### config.mk
export PLATFORM = sky130hd
export DESIGN_NAME = vec_mem_sequencer
export DESIGN_NICKNAME = d
export VERILOG_FILES = /design/src/rtl/vec_mem_sequencer.sv
export SDC_FILE = /design/constraint.sdc
export NUM_CORES = 1
export LEC_CHECK = 0
export ABC_AREA = 1
export CAP_MARGIN = 20
export CORE_ASPECT_RATIO = 1.2
export CORE_MARGIN = 10
export CORE_UTILIZATION = 40
export DETAILED_ROUTE_END_ITERATION = 8
export GPL_TIMING_DRIVEN = 0
export PLACE_DENSITY = 0.76
export SYNTH_ARGS = -nofsm -noshare
export SYNTH_HDL_FRONTEND = slang
export SYNTH_SLANG_ARGS = --single-unit
export TNS_END_PERCENT = 50
### constraint.sdc
create_clock -name clk -period 4.01 [get_ports clk]
set_input_delay 0.802 -clock clk [delete_from_list [all_inputs] [get_ports clk]]
set_output_delay 0.802 -clock clk [all_outputs]
set_load 0.01 [all_outputs]
### src/rtl/vec_mem_sequencer.sv
// Vector memory sequencer: gates on a start word, then turns each vector
// request into LANES single-element memory accesses, one lane per cycle.
module vec_mem_sequencer #(
  parameter int WIDTH      = 24,
  parameter int LANES      = 4,
  parameter int START_ADDR = 180302,
  parameter int OUT_LO     = 24,
  parameter int OUT_HI     = 10024
) (
  input  logic                     clk,
  input  logic                     rst_n,
  input  logic                     req_valid,
  output logic                     req_ready,
  input  logic                     req_we,
  input  logic [WIDTH-1:0]         req_addr,
  input  logic [WIDTH*LANES-1:0]   req_wdata,
  output logic                     resp_valid,
  input  logic                     resp_ready,
  output logic [WIDTH*LANES-1:0]   resp_rdata,
  output logic                     resp_err,
  output logic                     busy,
  output logic                     mem_we,
  output logic [WIDTH-1:0]         mem_a,
  output logic [WIDTH-1:0]         mem_wd,
  input  logic [WIDTH-1:0]         mem_rd
);

  // state      | meaning
  // WAIT_START | polling START_ADDR until bit 0 of the read word is set
  // IDLE       | ready for a vector request
  // ACCESS     | one memory access per lane, lane counter 0..LANES-1
  // DONE       | response presented, held until resp_ready
  typedef enum logic [1:0] {
    WAIT_START = 2'd0,
    IDLE       = 2'd1,
    ACCESS     = 2'd2,
    DONE       = 2'd3
  } state_t;

  localparam int LW = (LANES > 1) ? $clog2(LANES) : 1;
  localparam logic [WIDTH-1:0] START_A = WIDTH'(START_ADDR);
  localparam logic [WIDTH-1:0] LO_A    = WIDTH'(OUT_LO);
  localparam logic [WIDTH-1:0] HI_A    = WIDTH'(OUT_HI);
  localparam logic [LW-1:0]    LAST    = LW'(LANES - 1);

  state_t                   state, state_nxt;
  logic [LW-1:0]            lane;
  logic                     we_q;
  logic [WIDTH-1:0]         base_q;
  logic [WIDTH*LANES-1:0]   wdata_q;
  logic [WIDTH*LANES-1:0]   rdata_q;
  logic                     err_q;

  logic [WIDTH-1:0]         lane_addr;
  logic                     in_range;
  logic                     lane_err;
  logic                     last_lane;
  logic                     accept;

  // Base plus lane wraps naturally at WIDTH bits.
  assign lane_addr = base_q + WIDTH'(lane);
  assign in_range  = (lane_addr >= LO_A) && (lane_addr < HI_A);
  assign lane_err  = we_q ? !in_range
                          : ((lane_addr >= HI_A) && (lane_addr != START_A));
  assign last_lane = (lane == LAST);
  assign accept    = (state == IDLE) && req_valid;

  assign resp_rdata = rdata_q;
  assign resp_err   = err_q;
  assign busy       = (state != IDLE);

  always_comb begin
    state_nxt  = state;
    req_ready  = 1'b0;
    resp_valid = 1'b0;
    mem_we     = 1'b0;
    mem_a      = '0;
    mem_wd     = '0;
    case (state)
      WAIT_START: begin
        mem_a = START_A;
        if (mem_rd[0]) state_nxt = IDLE;
      end
      IDLE: begin
        req_ready = 1'b1;
        if (req_valid) state_nxt = ACCESS;
      end
      ACCESS: begin
        mem_a = lane_addr;
        if (we_q) begin
          mem_wd = wdata_q[int'(lane)*WIDTH +: WIDTH];
          mem_we = in_range;
        end
        if (last_lane) state_nxt = DONE;
      end
      DONE: begin
        resp_valid = 1'b1;
        if (resp_ready) state_nxt = IDLE;
      end
      default: state_nxt = WAIT_START;
    endcase
  end

  always_ff @(posedge clk or negedge rst_n) begin
    if (!rst_n) begin
      state   <= WAIT_START;
      lane    <= '0;
      we_q    <= 1'b0;
      base_q  <= '0;
      wdata_q <= '0;
      rdata_q <= '0;
      err_q   <= 1'b0;
    end else begin
      state <= state_nxt;
      if (accept) begin
        we_q    <= req_we;
        base_q  <= req_addr;
        wdata_q <= req_wdata;
        lane    <= '0;
        rdata_q <= '0;
        err_q   <= 1'b0;
      end else if (state == ACCESS) begin
        // Loads keep the captured word even when the lane is flagged.
        if (!we_q) rdata_q[int'(lane)*WIDTH +: WIDTH] <= mem_rd;
        if (lane_err) err_q <= 1'b1;
        if (!last_lane) lane <= lane + LW'(1);
      end
    end
  end

endmodule

Word level (Yosys, flattened, before mapping)
Index checks and enable logic that the tools add are counted.
{"block": "word_totals", "input_bits": 149, "word_cells": 63, "ff_bits": 222, "output_inout_bits": 149}
{"block": "op_classes", "mul": 1, "magnitude_cmp": 3, "add_sub_neg": 3, "shift": 3, "eq_ne": 12, "muxes": 23, "reduce_logical": 11}
{"op": "96-bit two-way mux", "n": 3}
{"op": "96-bit bitwise mux", "n": 1}
{"op": "24-bit by 33-bit variable shift with 96-bit output, first input constant", "n": 1}
{"op": "24-bit by 33-bit indexed part select with 96-bit output", "n": 1}
{"op": "96-bit by 32-bit indexed part select with 24-bit output", "n": 1}
{"op": "24-bit two-way mux", "n": 2}
{"op": "24-bit case mux with 2 select lines", "n": 1}
{"op": "7-bit negation with 33-bit output", "n": 1}
{"op": "24-bit by 2-bit adder with 24-bit output", "n": 1}
{"op": "24-bit by 14-bit greater-or-equal comparator with 1-bit output, second input constant", "n": 1}
{"op": "24-bit by 5-bit greater-or-equal comparator with 1-bit output, second input constant", "n": 1}
{"op": "24-bit by 14-bit < comparator with 1-bit output, second input constant", "n": 1}
{"op": "24-bit by 18-bit != test with 1-bit output, second input constant", "n": 1}
{"op": "2-bit two-way mux", "n": 7}
{"op": "1-bit two-way mux", "n": 8}
{"op": "2-bit != test, second input constant", "n": 4}
{"op": "2-bit case mux with 4 select lines", "n": 1}
{"op": "2-bit equality test, second input constant", "n": 3}
{"op": "2-bit by 1-bit != test with 1-bit output, second input constant", "n": 3}
{"op": "2-bit AND reduction", "n": 3}
{"op": "2-bit by 2-bit multiplier with 4-bit output, second input constant", "n": 1}
{"op": "4-bit AND reduction", "n": 1}
{"op": "2-bit nonzero test", "n": 2}
{"op": "1-bit logical AND", "n": 3}
{"op": "other kinds (4)", "n": 4}

Logic depth before layout (Yosys ltp)
Gate-level depths: netlist of the first run.
{"block": "logic_depth", "depth_word": 8, "depth_mapped": 17, "mapped_depth_nobuf": 17}

Worst setup path before layout of the first run
OpenSTA, ideal clock, no wires.
{"block": "synth_timing", "path_kind": "register to output", "from": "register lane[0]", "to": "output mem_we", "arrival_ns": 2.247, "path_buffers": 0, "stages_incl_launch_ff": 14, "required_time_ns": 3.208, "path_slack_ns": 0.961, "cell_sequence": "dfrtp_1 > ha_1 > fa_1 > nand3_1 > inv_1 > nand3_1 > nand2_1 > nand2_2 > nand2_1 > nand2_1 > nand2_1 > nor2_2 > nand3_2 > nor3_1"}
{"block": "synth_via", "elab_chain_cells": 5, "word_cells_on_any_way": 6, "cone_classes": "add/sub: 1; order compare: 2; mux: 2; reduce/logical: 1"}
{"item": "start, declared", "line_no": "47", "source": "logic [LW-1:0] lane;"}
{"item": "start signal, assigned", "line_no": "126", "source": "if (!last_lane) lane <= lane + LW'(1);"}
{"item": "24-bit by 2-bit adder with 24-bit output (*)", "line_no": "61", "source": "assign lane_addr = base_q + WIDTH'(lane);"}
{"item": "24-bit by 5-bit greater-or-equal comparator with 1-bit output / 24-bit by 14-bit < comparator with 1-bit output (equally long branches)", "line_no": "62", "source": "assign in_range = (lane_addr >= LO_A) && (lane_addr < HI_A);"}
{"item": "1-bit logical AND (*)", "line_no": "62"}
{"item": "1-bit two-way mux (*)", "line_no": "90", "source": "if (we_q) begin"}
{"item": "1-bit two-way mux (*)", "line_no": "79", "source": "case (state)"}
{"item": "end, declared", "line_no": "22", "source": "output logic mem_we,"}
Mark *: on every way between the ends. The rest lies on a longest branch, timed or not.

Worst setup path after layout of the first run
{"block": "layout_timing", "from": "register lane[0]", "to": "output mem_wd[23]"}
{"block": "layout_via", "elab_chain_cells": 4}
{"item": "2-bit by 2-bit multiplier with 4-bit output", "line_no": "91", "source": "mem_wd = wdata_q[int'(lane)*WIDTH +: WIDTH];"}
{"item": "96-bit by 32-bit indexed part select with 24-bit output", "line_no": "91"}
{"item": "24-bit two-way mux", "line_no": "90"}
{"item": "24-bit two-way mux", "line_no": "79"}
{"item": "end, declared", "line_no": "24", "source": "output logic [WIDTH-1:0] mem_wd,"}
No other way between the ends.

==> results.md, run 1 <==
- Final hold viol count: 0
- Final period util: 0.945
- Setup Viol. Count Final: 0
- Mapped cell area: 11600 um2
- Routed Antenna Nets: 0
- Fraction of layout cells with a size suffix above 1: 0.0623
- TritonCTS buffer count: 24
- CTS Buffer Depth: 3
- Post-route minimum period: 3.79 ns
- Final nets: 2038
- Clock Sinks: 222
- Mean Syn Cell Area: 7.49 um2
- Remaining DRCs: 0
- Worst-margin pin slew: 0.693 ns
- DRT Wirelength: 45800 um
- Crit path launch: lane[0]
- Ant diodes: 0
- Crit path max fanout: 10
- I/O Buffers: 297
- Crit path DAT: 2.99 ns
- Multi-input gate area: 5360 um2
- Status: finished, final reports clean
- Design Power: 12.1 mW
- Total GRT Usage: 0.246
- Post-DR wirelength/cell: 20.1 um
- Placed standard-cell area: 15100 um2
- Die ar.: 36200 um2
- Worst-path clk slew: 0.07 ns
- Synth Net Count: 1710
- Worst Path Required: 3.21 ns
- Fillers: 2713
- Final Util: 0.559
- DR pass1 iterations: 6
- Primary FF master, synth: dfrtp_1
- Vias: 12130
- Ranking of synthesized cells by area: dfrtp_1 48%, nand2_1 16%, nand3_1 6.5%
- Distinct cells, synth: 39
- Clock root cell: clkbuf_16
- LEAKAGE: 7.46 nW
- Setup CP Type: flop to output pin
- CP endpoint: mem_wd[23]
- Area growth from synthesis to layout: 38.4%
- Cell area after layout: 16000 um2
- CTS tree: built
- Critical path capture point type: output pin
- Synth warn: 0
- Register area: 5560 um2
- RSZ-0062 raised after global routing: yes
- Total grt overflow: 0
- Via density: 5.32
- Std-Cell Rows: 68
- Vias in the first global route: 12576
- Largest net degree at the start of global routing: 100
- Seq/Total Area, Yosys: 0.479
- Ys async rst share: 1.00
- HPWL after DPL: 36000 um
- Initial cell density of the core: 0.404
- VDD IR-drop max: 0.361 mV
- Worst R2R Setup Slack: 0.43 ns
- Leading area contributor after synthesis: dfrtp_1
- Detailed Route Iter0 Violations: 996
- Initial antenna violation count: 0
- EDFF count, synth: 0
- Setup TNS Final: 0 ns
- Worst-case reg-to-reg path depth: 13
- Hold WS: 0.172 ns
- Slew Limit Fails: 0
- GPL Wtd Cong: 1.01
- PD cells: 754 nW/um2
- Core Region: 28700 um2
- Clock skew: 0.0111 ns
- Worst Hold Class: primary input to async pin
- Reg2reg start: lane[1]
- Slew HR: 0.535
- Worst r2r dst: resp_rdata[19]
- # IOs: 298
- Share of the synthesized area in the top cell type: 0.479
- Chip Height: 206 um
- Worst skew pair latency: 0.53 ns
- F_max: 0.264 GHz
- Setup crit start kind: flop
- Synth Register Bits: 222
- First-pass GRT wire length: 70400 um
- Post-synthesis cell count: 1547
- Max cap viols: 0
- H-tree Lvls: 1
- Die W: 175 um
## registers in the layout (all words and copies together) (netlist names)
| register | cells |
|---|---|
| resp_rdata | 96 |
| wdata_q | 96 |
| base_q | 24 |
| lane | 2 |
| state | 2 |
| resp_err | 1 |
| we_q | 1 |
## repair_timing
| action | in CTS | in global routing |
|---|---|---|
| resized for setup | 5 | 11 |
| pin swaps | 0 | 0 |
| setup buffers | 0 | 3 |
| endpoints found under the hold margin | 0 | 0 |
| hold buffers | 0 | 0 |
| setup endpoints to repair | 17 | 26 |
## cell type report
type                       count  share of cell area
buffer                        88              0.0221
clock inverter                16              0.0144
clock buffer                  28              0.0410
multi-input combinational   1147               0.334
tap                          385              0.0300
sequential                   222               0.347
inverter                      90              0.0211
timing repair buffer         302               0.190
## worst min path at each step
stage,from,end,cells past startpoint
final,rst_n,base_q[2],1
after global routing,rst_n,base_q[2],1
after CTS,rst_n,base_q[2],1
after detailed placement,wdata_q[93],wdata_q[93],2
after global placement,wdata_q[77],wdata_q[77],2
after floorplan,wdata_q[24],wdata_q[24],2
## routing by layer
layer / up-vias / part of all wire / routed length (um) / GRT usage
met4: 0 / 0.041 / 1890 / 0.108
li1: 5728 / - / - / -
met1: 5771 / 0.39 / 17700 / 0.275
met3: 112 / 0.071 / 3260 / 0.0567
met5: - / 0 / 0 / 0
met2: 519 / 0.50 / 23000 / 0.439
## worst max-delay path: stages, from the launching register on
cell             delay [ns]
dfrtp_2                0.46
buf_4                  0.16
inv_2                  0.04
clkbuf_2               0.31
clkbuf_1               0.50
o21ai_0                0.21
a21oi_1                0.17
clkdlybuf4s50_1        0.62
## cell families (layout without fill, tap and decap cells)
family,count (synthesis),count (layout),share of synthesized area
adder cells (fa/ha/maj),14,14,0.0158
flip-flops,222,222,0.479
AND/OR/NAND/NOR,869,869,0.320
XOR/XNOR,1,1,0.000756
buffers and inverters,178,524,0.0592
AO/OA/AOI/OAI,263,263,0.125
## placed cells by master (no fill, tap or decap), drive strengths merged, types with 5 or more instances in the layout
master         count
o21ai            155
bufinv             5
dfrtp            222
nor3              12
o211ai             6
nand4             10
o22ai             25
a32oi             10
clkbuf            98
clkinv            10
nor2             174
clkdlybuf4s50    295
ha                13
buf               24
nand3            152
nand2            516
inv               91
o31ai              6
a31oi             10
a21oi             44
## Yosys cell counts (7+ instances only)
library cell and instances:
nand2_1 500, buf_1 7, o21ai_0 145, nor3_1 10, nand4_1 10, a31oi_1 10
nor2_2 7, o21ai_1 10, inv_2 11, a21oi_1 43, nand2_2 12, dfrtp_1 222
a32oi_1 10, o22ai_1 25, clkbuf_1 71, nor2_1 158, ha_1 13, nor2_4 7
inv_1 77, nand3_1 150, buf_2 8
## per-stage QoR
step / cells / setup slack [ns]
floorplan: 1547 / 0.961
global placement: 2229 / -7.29
detailed placement: 2231 / 0.0374
CTS: 2275 / 0.00610
global route: 2278 / -0.0136
finish: 2278 / 0.221
## power by group
| group | internal, mW | switching (mW) | total (mW) |
|---|---|---|---|
| registers | 3.00 | 0.528 | 3.53 |
| logic | 2.06 | 4.01 | 6.07 |
| clock network | 1.51 | 0.981 | 2.49 |
Note: power is estimated with default switching activity, not from simulation.
==> inputs of run 2 (changes only) <==
--- a/config.mk
+++ b/config.mk
@@ -13,6 +13,7 @@
 export DETAILED_ROUTE_END_ITERATION = 8
 export GPL_TIMING_DRIVEN = 0
 export PLACE_DENSITY = 0.76
+export SETUP_SLACK_MARGIN = 0.5
 export SYNTH_ARGS = -nofsm -noshare
 export SYNTH_HDL_FRONTEND = slang
 export SYNTH_SLANG_ARGS = --single-unit
==> constraint.sdc (replaced) <==
create_clock -name clk -period 3.5 [get_ports clk]
set_input_delay 0.7 -clock clk [delete_from_list [all_inputs] [get_ports clk]]
set_output_delay 0.7 -clock clk [all_outputs]
set_load 0.01 [all_outputs]
==> run 2 against run 1 <==
  * Sequential share of layout area shrank 1.2 points
  * Global-route usage rose by 0.16 points
  * Clock power grew 14%
  * Worst hold slack worse by 0.10 ns
  * Utilization grew 2.1 points
  * Power rose by 20%
  * Die area did not move
  * First-iteration DRC count grew 11%
  * Non-clock buffer count increased by 23
  * Final cell count grew 1.0%
  * Sequential power up 14%
  * Largest power group unchanged
  * Highest routed layer unchanged
==> results.md, run 2 (synthesis gave the netlist of run 1 again) <==
- Setup WS pre-CTS: -0.473 ns
- Worst-path clk slew: 0.07 ns
- Clock skew: 0.0128 ns
- Crit path max-delay family: simple AND/OR/NAND/NOR gates
- Critical path capture point type: output pin
- Hold WS: 0.0687 ns
- LEAKAGE: 8.02 nW
- Crit path max fanout: 7
- Via density: 5.32
- Ant diodes: 0
- Cell area after layout: 16600 um2
- Fin cells: 2301
- Clk pwr share: 0.196
- Crit-path slowest cell: dfrtp_2
- CTS tree: built
- Most common cell after layout, fill and taps aside: nand2_1
- Setup CP Type: flop to output pin
- Switching Share: 0.455
- Commonest cells after routing, fill and taps aside: 482 x nand2_1, 248 x clkdlybuf4s50_1, 220 x dfrtp_1
- Initial cell density of the core: 0.404
- Detailed Route Iter0 Violations: 1105
- Status: finished, final reports clean
- Final period util: 0.943
- RSZ-0062 raised after global routing: yes
- Total GRT Usage: 0.247
- Most common cell on crit path: nand2_2
- Routed Antenna Nets: 0
- Fraction of layout cells with a size suffix above 1: 0.122
- Register area: 5560 um2
- Std-Cell Rows: 68
- Worst Path Required: 2.80 ns
- Sequential Power Share: 0.278
- Multi-input gate area: 5710 um2
- Chip Height: 206 um
- Die W: 175 um
- First-pass GRT wire length: 70900 um
- Setup ws final: 0.201 ns
- Setup Viol. Count Final: 0
- PD cells: 874 nW/um2
- Comb pwr share: 0.526
- Worst-margin pin slew: 0.683 ns
- Vias: 12240
- Slew Limit Fails: 0
- Post-route minimum period: 3.30 ns
- # IOs: 298
- Total grt overflow: 0
- H-tree Lvls: 1
- Final nets: 2061
- Largest net degree at the start of global routing: 100
- Vias in the first global route: 12674
- Final hold viol count: 0
- Max incr delay on CP: 0.44 ns
- F_max: 0.303 GHz
- DR pass1 iterations: 5
- Cell count after placement: 2231
- Placed standard-cell area: 15100 um2
- VDD IR-drop max: 0.412 mV
- TritonCTS buffer count: 24
- Die ar.: 36200 um2
- HPWL after DPL: 36000 um
- Hold_buf cts: 0
- Slew HR: 0.544
- Clock Sinks: 222
- I/O Buffers: 297
- Core Region: 28700 um2
- Worst Hold Class: primary input to async pin
- Fillers: 2658
- Worst skew pair latency: 0.53 ns
- Remaining DRCs: 0
- Area growth from synthesis to layout: 43.5%
- GPL Wtd Cong: 1.01
- Sw power: 6.62 mW
- Post-DR wirelength/cell: 20.1 um
- Setup crit start kind: flop
- Worst R2R Setup Slack: 0.68 ns
- Critical Path, Cell by Cell: ha_4 > fa_2 > nand2_2 > nor2_4 > nand3_2 > nand2_1 > nand2_2 > nand2_2 > inv_1 > nand2_1 > nor2_2 > nand3_2 > nor3_2 > buf_2
- Max cap viols: 0
- Clock root cell: clkbuf_16
- Critical path buffers and inverters: 2
- Initial antenna violation count: 0
- Design Power: 14.5 mW
- DRT Wirelength: 46200 um
- P_int: 7.92 mW
- CTS Buffer Depth: 3
- Crit path DAT: 2.60 ns
[run 2: changes by cell type in the layout (fill, tap and decap cells not counted), sizes merged]
cell,before,now
clkinv,10,9
dlygate4sd2,1,22
clkdlybuf4s15,0,1
clkbuf,98,103
buf,24,55
inv,91,92
clkdlybuf4s50,295,248
dlymetal6s2s,0,12
[run 2: final timing paths]
path	from	end	depth (start not counted)
max	lane[0]	mem_we	14
min	rst_n	base_q[2]	1
max reg2reg	lane[0]	resp_rdata[19]	11
min reg2reg	wdata_q[87]	wdata_q[87]	2
max in group asynchronous	rst_n	wdata_q[53]	3
min in group clk	wdata_q[87]	wdata_q[87]	2
[run 2: metal layers]
layer | global-route usage | share of wire | wire length (um) | up-vias
met2 | 0.438 | 0.50 | 23100 | 512
met3 | 0.0565 | 0.073 | 3400 | 126
met5 | 0 | 0 | 0 | -
met4 | 0.115 | 0.046 | 2140 | 0
met1 | 0.278 | 0.38 | 17600 | 5831
li1 | - | - | - | 5771
[run 2: final cells by class]
type                       instances  share of cell area
buffer                            88              0.0282
clock buffer                      28              0.0395
clock inverter                    16              0.0139
inverter                          90              0.0209
multi-input combinational       1147               0.343
sequential                       222               0.334
tap                              385              0.0290
timing repair buffer             325               0.191
[run 2: timing repair]
item	CTS	global route
gates resized for setup	139	106
setup endpoints to repair	145	135
buffers inserted	15	11
pin swaps	17	13
[run 2: power groups by stage]
stage / Combinational, mW / Clock (mW) / Sequential (mW)
after global placement: 6.70 / 0 / 4.04
after detailed placement: 6.81 / 0 / 4.07
final: 7.65 / 2.85 / 4.04
after global routing: 8.36 / 2.98 / 4.15
after CTS: 7.21 / 2.90 / 4.03
after floorplan: 4.01 / 0 / 4.00
[run 2: through the flow]
| stage | utilization | TNS, ns |
|---|---|---|
| finish | 0.580 | 0 |
| global route | 0.580 | 0 |
| CTS | 0.570 | 0 |
| detailed placement | 0.527 | -23.74 |
| global placement | 0.525 | -1728.98 |
| floorplan | - | 0 |
==> inputs of run 3 (changes only) <==
--- a/config.mk
+++ b/config.mk
@@ -7,12 +7,15 @@
 export LEC_CHECK = 0
 export ABC_AREA = 1
 export CAP_MARGIN = 20
+export CELL_PAD_IN_SITES_DETAIL_PLACEMENT = 1
+export CELL_PAD_IN_SITES_GLOBAL_PLACEMENT = 2
 export CORE_ASPECT_RATIO = 1.2
 export CORE_MARGIN = 10
-export CORE_UTILIZATION = 40
+export CORE_UTILIZATION = 27
+export CTS_BUF_LIST = sky130_fd_sc_hd__clkbuf_16
 export DETAILED_ROUTE_END_ITERATION = 8
 export GPL_TIMING_DRIVEN = 0
-export PLACE_DENSITY = 0.76
+export PLACE_DENSITY = 0.87
 export SETUP_SLACK_MARGIN = 0.5
 export SYNTH_ARGS = -nofsm -noshare
 export SYNTH_HDL_FRONTEND = slang
==> run 3 against run 2 <==
  * Die area increased by 43%
  * Non-clock buffer count increased by 13
  * Flip-flop and latch count unchanged
  * Largest power group unchanged
  * First-iteration DRC count shrank 51%
  * Cell area rose by 2.6%
==> results.md, run 3 (synthesis gave the netlist of run 1 again) <==
- Status: finished, final reports clean
- Cell area after layout: 17100 um2
- Vias in the first global route: 13279
- Vias: 12158
- Final period util: 0.976
- Setup ws final: 0.0843 ns
- Cell count after placement: 2397
- Initial antenna violation count: 3
- Worst-case reg-to-reg path depth: 14
- Remaining DRCs: 0
- CTS tree: built
- Fin cells: 2483
- GPL Wtd Cong: 0.911
- CP endpoint: mem_we
- Largest net degree at the start of global routing: 113
- Slew Limit Fails: 0
- Crit path DAT: 2.72 ns
- Chip Height: 247 um
- HPWL after DPL: 41800 um
- CTS Buffer Depth: 3
- Core Region: 42600 um2
- Setup Viol. Count Final: 0
- H-tree Lvls: 1
- Post-DR wirelength/cell: 21.3 um
- Total GRT Usage: 0.197
- Slew HR: 0.372
- Worst-path clk slew: 0.07 ns
- VDD IR-drop max: 0.390 mV
- First-pass GRT wire length: 79400 um
- Placed standard-cell area: 15300 um2
- Area growth from synthesis to layout: 47.2%
- Fraction of layout cells with a size suffix above 1: 0.158
- Ant diodes: 0
- Critical path capture point type: output pin
- Die W: 209 um
- Detailed Route Iter0 Violations: 540
- Clock Sinks: 222
- LEAKAGE: 7.98 nW
- Clock root cell: clkbuf_16
- Worst-margin pin slew: 0.942 ns
- Routed Antenna Nets: 0
- Final hold viol count: 0
- Die ar.: 51600 um2
- Initial cell density of the core: 0.272
- DRT Wirelength: 52900 um
- Commonest cells after routing, fill and taps aside: 476 x nand2_1, 249 x clkdlybuf4s50_1, 219 x dfrtp_1
- Design Power: 15.1 mW
- DR pass1 iterations: 5
- # IOs: 298
- Worst R2R Setup Slack: 0.62 ns
- Worst r2r dst: resp_rdata[78]
- Fillers: 5188
- Setup CP Type: flop to output pin
- Worst Path Required: 2.80 ns
- Max cap viols: 0
- Post-route minimum period: 3.42 ns
- Worst Hold Class: primary input to async pin
- Total grt overflow: 0
- Crit path max fanout: 7
- RSZ-0062 raised after global routing: yes
- TritonCTS buffer count: 26
- Setup WS pre-CTS: -0.729 ns
- Clock skew: 0.0168 ns
- Worst skew pair latency: 0.56 ns
- I/O Buffers: 297
- Std-Cell Rows: 83
- Crit path launch: lane[0]
- Most common cell after layout, fill and taps aside: nand2_1
- F_max: 0.293 GHz
- Reg2reg start: lane[0]
- Via density: 4.90
- PD cells: 888 nW/um2
- Final nets: 2076
- Setup crit start kind: flop
run 3: cell types whose count changed in the layout (fill, tap and decap cells not counted), moves of 7 or more:
cell / change
clkbuf_2: +9
nor2_2: +7
o21ai_0: -7
nor2_1: -8
clkbuf_4: -10
a32oi_1: -7
a21oi_2: +7
buf_2: +17
clkinv_1: +8
dlygate4sd2_1: -22
a21oi_1: -7
buf_4: +14
run 3: worst min-delay path by stage:
stage,to,slack [ns],cells past startpoint
5_1_grt,wdata_q[94],0.29,1
3_3_place_gp,wdata_q[89],0.46,2
6_report,wdata_q[94],0.23,1
3_5_place_dp,wdata_q[24],0.46,2
4_1_cts,wdata_q[48],0.25,1
2_1_floorplan,base_q[0],0.40,0
run 3: layer usage:
metal | share of wire | up-vias | global-route usage | routed length (um)
met1 | 0.40 | 5927 | 0.221 | 20900
met3 | 0.056 | 85 | 0.0394 | 2950
li1 | - | 5805 | - | -
met4 | 0.031 | 6 | 0.0655 | 1640
met2 | 0.52 | 335 | 0.363 | 27400
met5 | 0.00094 | - | 0 | 50
run 3: through the flow:
step / hold WS (ns) / setup TNS [ns] / utilization
floorplan: 0.404 / 0 / -
global placement: 0.457 / -1818.44 / 0.358
detailed placement: 0.460 / -40.86 / 0.359
CTS: 0.255 / 0 / 0.393
global route: 0.290 / -0.0567 / 0.401
finish: 0.226 / 0 / 0.401
run 3: final cells by class:
class,instances,area [um2],share of cell area
Buffer,88,573,0.0336
Clock buffer,27,676,0.0396
Clock inverter,19,141,0.00829
Inverter,90,348,0.0204
Multi-Input combinational cell,1147,5930,0.348
Sequential cell,222,5560,0.326
Tap cell,552,691,0.0405
Timing Repair Buffer,338,3140,0.184
run 3: worst max-delay path, cell delays in order (launching register included):
cell and delay (ns):
dfrtp_2 0.42, ha_4 0.17, fa_2 0.45, nand2_2 0.12
nor2_4 0.08, nand2_1 0.09, nand2_2 0.07, buf_4 0.15
nand3_1 0.09, nor2_1 0.05, nand3_1 0.07, nand2_2 0.07
nor3_2 0.17, buf_2 0.16
run 3: timing repair:
| action | in CTS | in global routing |
|---|---|---|
| pin swaps | 18 | 54 |
| hold buffers | 0 | 0 |
| setup buffers | 20 | 20 |
| resized for setup | 197 | 189 |
| endpoints found under the setup margin | 145 | 129 |
run 3: power breakdown:
| group | leakage (nW) | internal, mW | switching [mW] |
|---|---|---|---|
| combinational | 4.68 | 3.07 | 5.33 |
| clock | 0.404 | 1.53 | 1.15 |
| sequential | 2.90 | 3.44 | 0.618 |
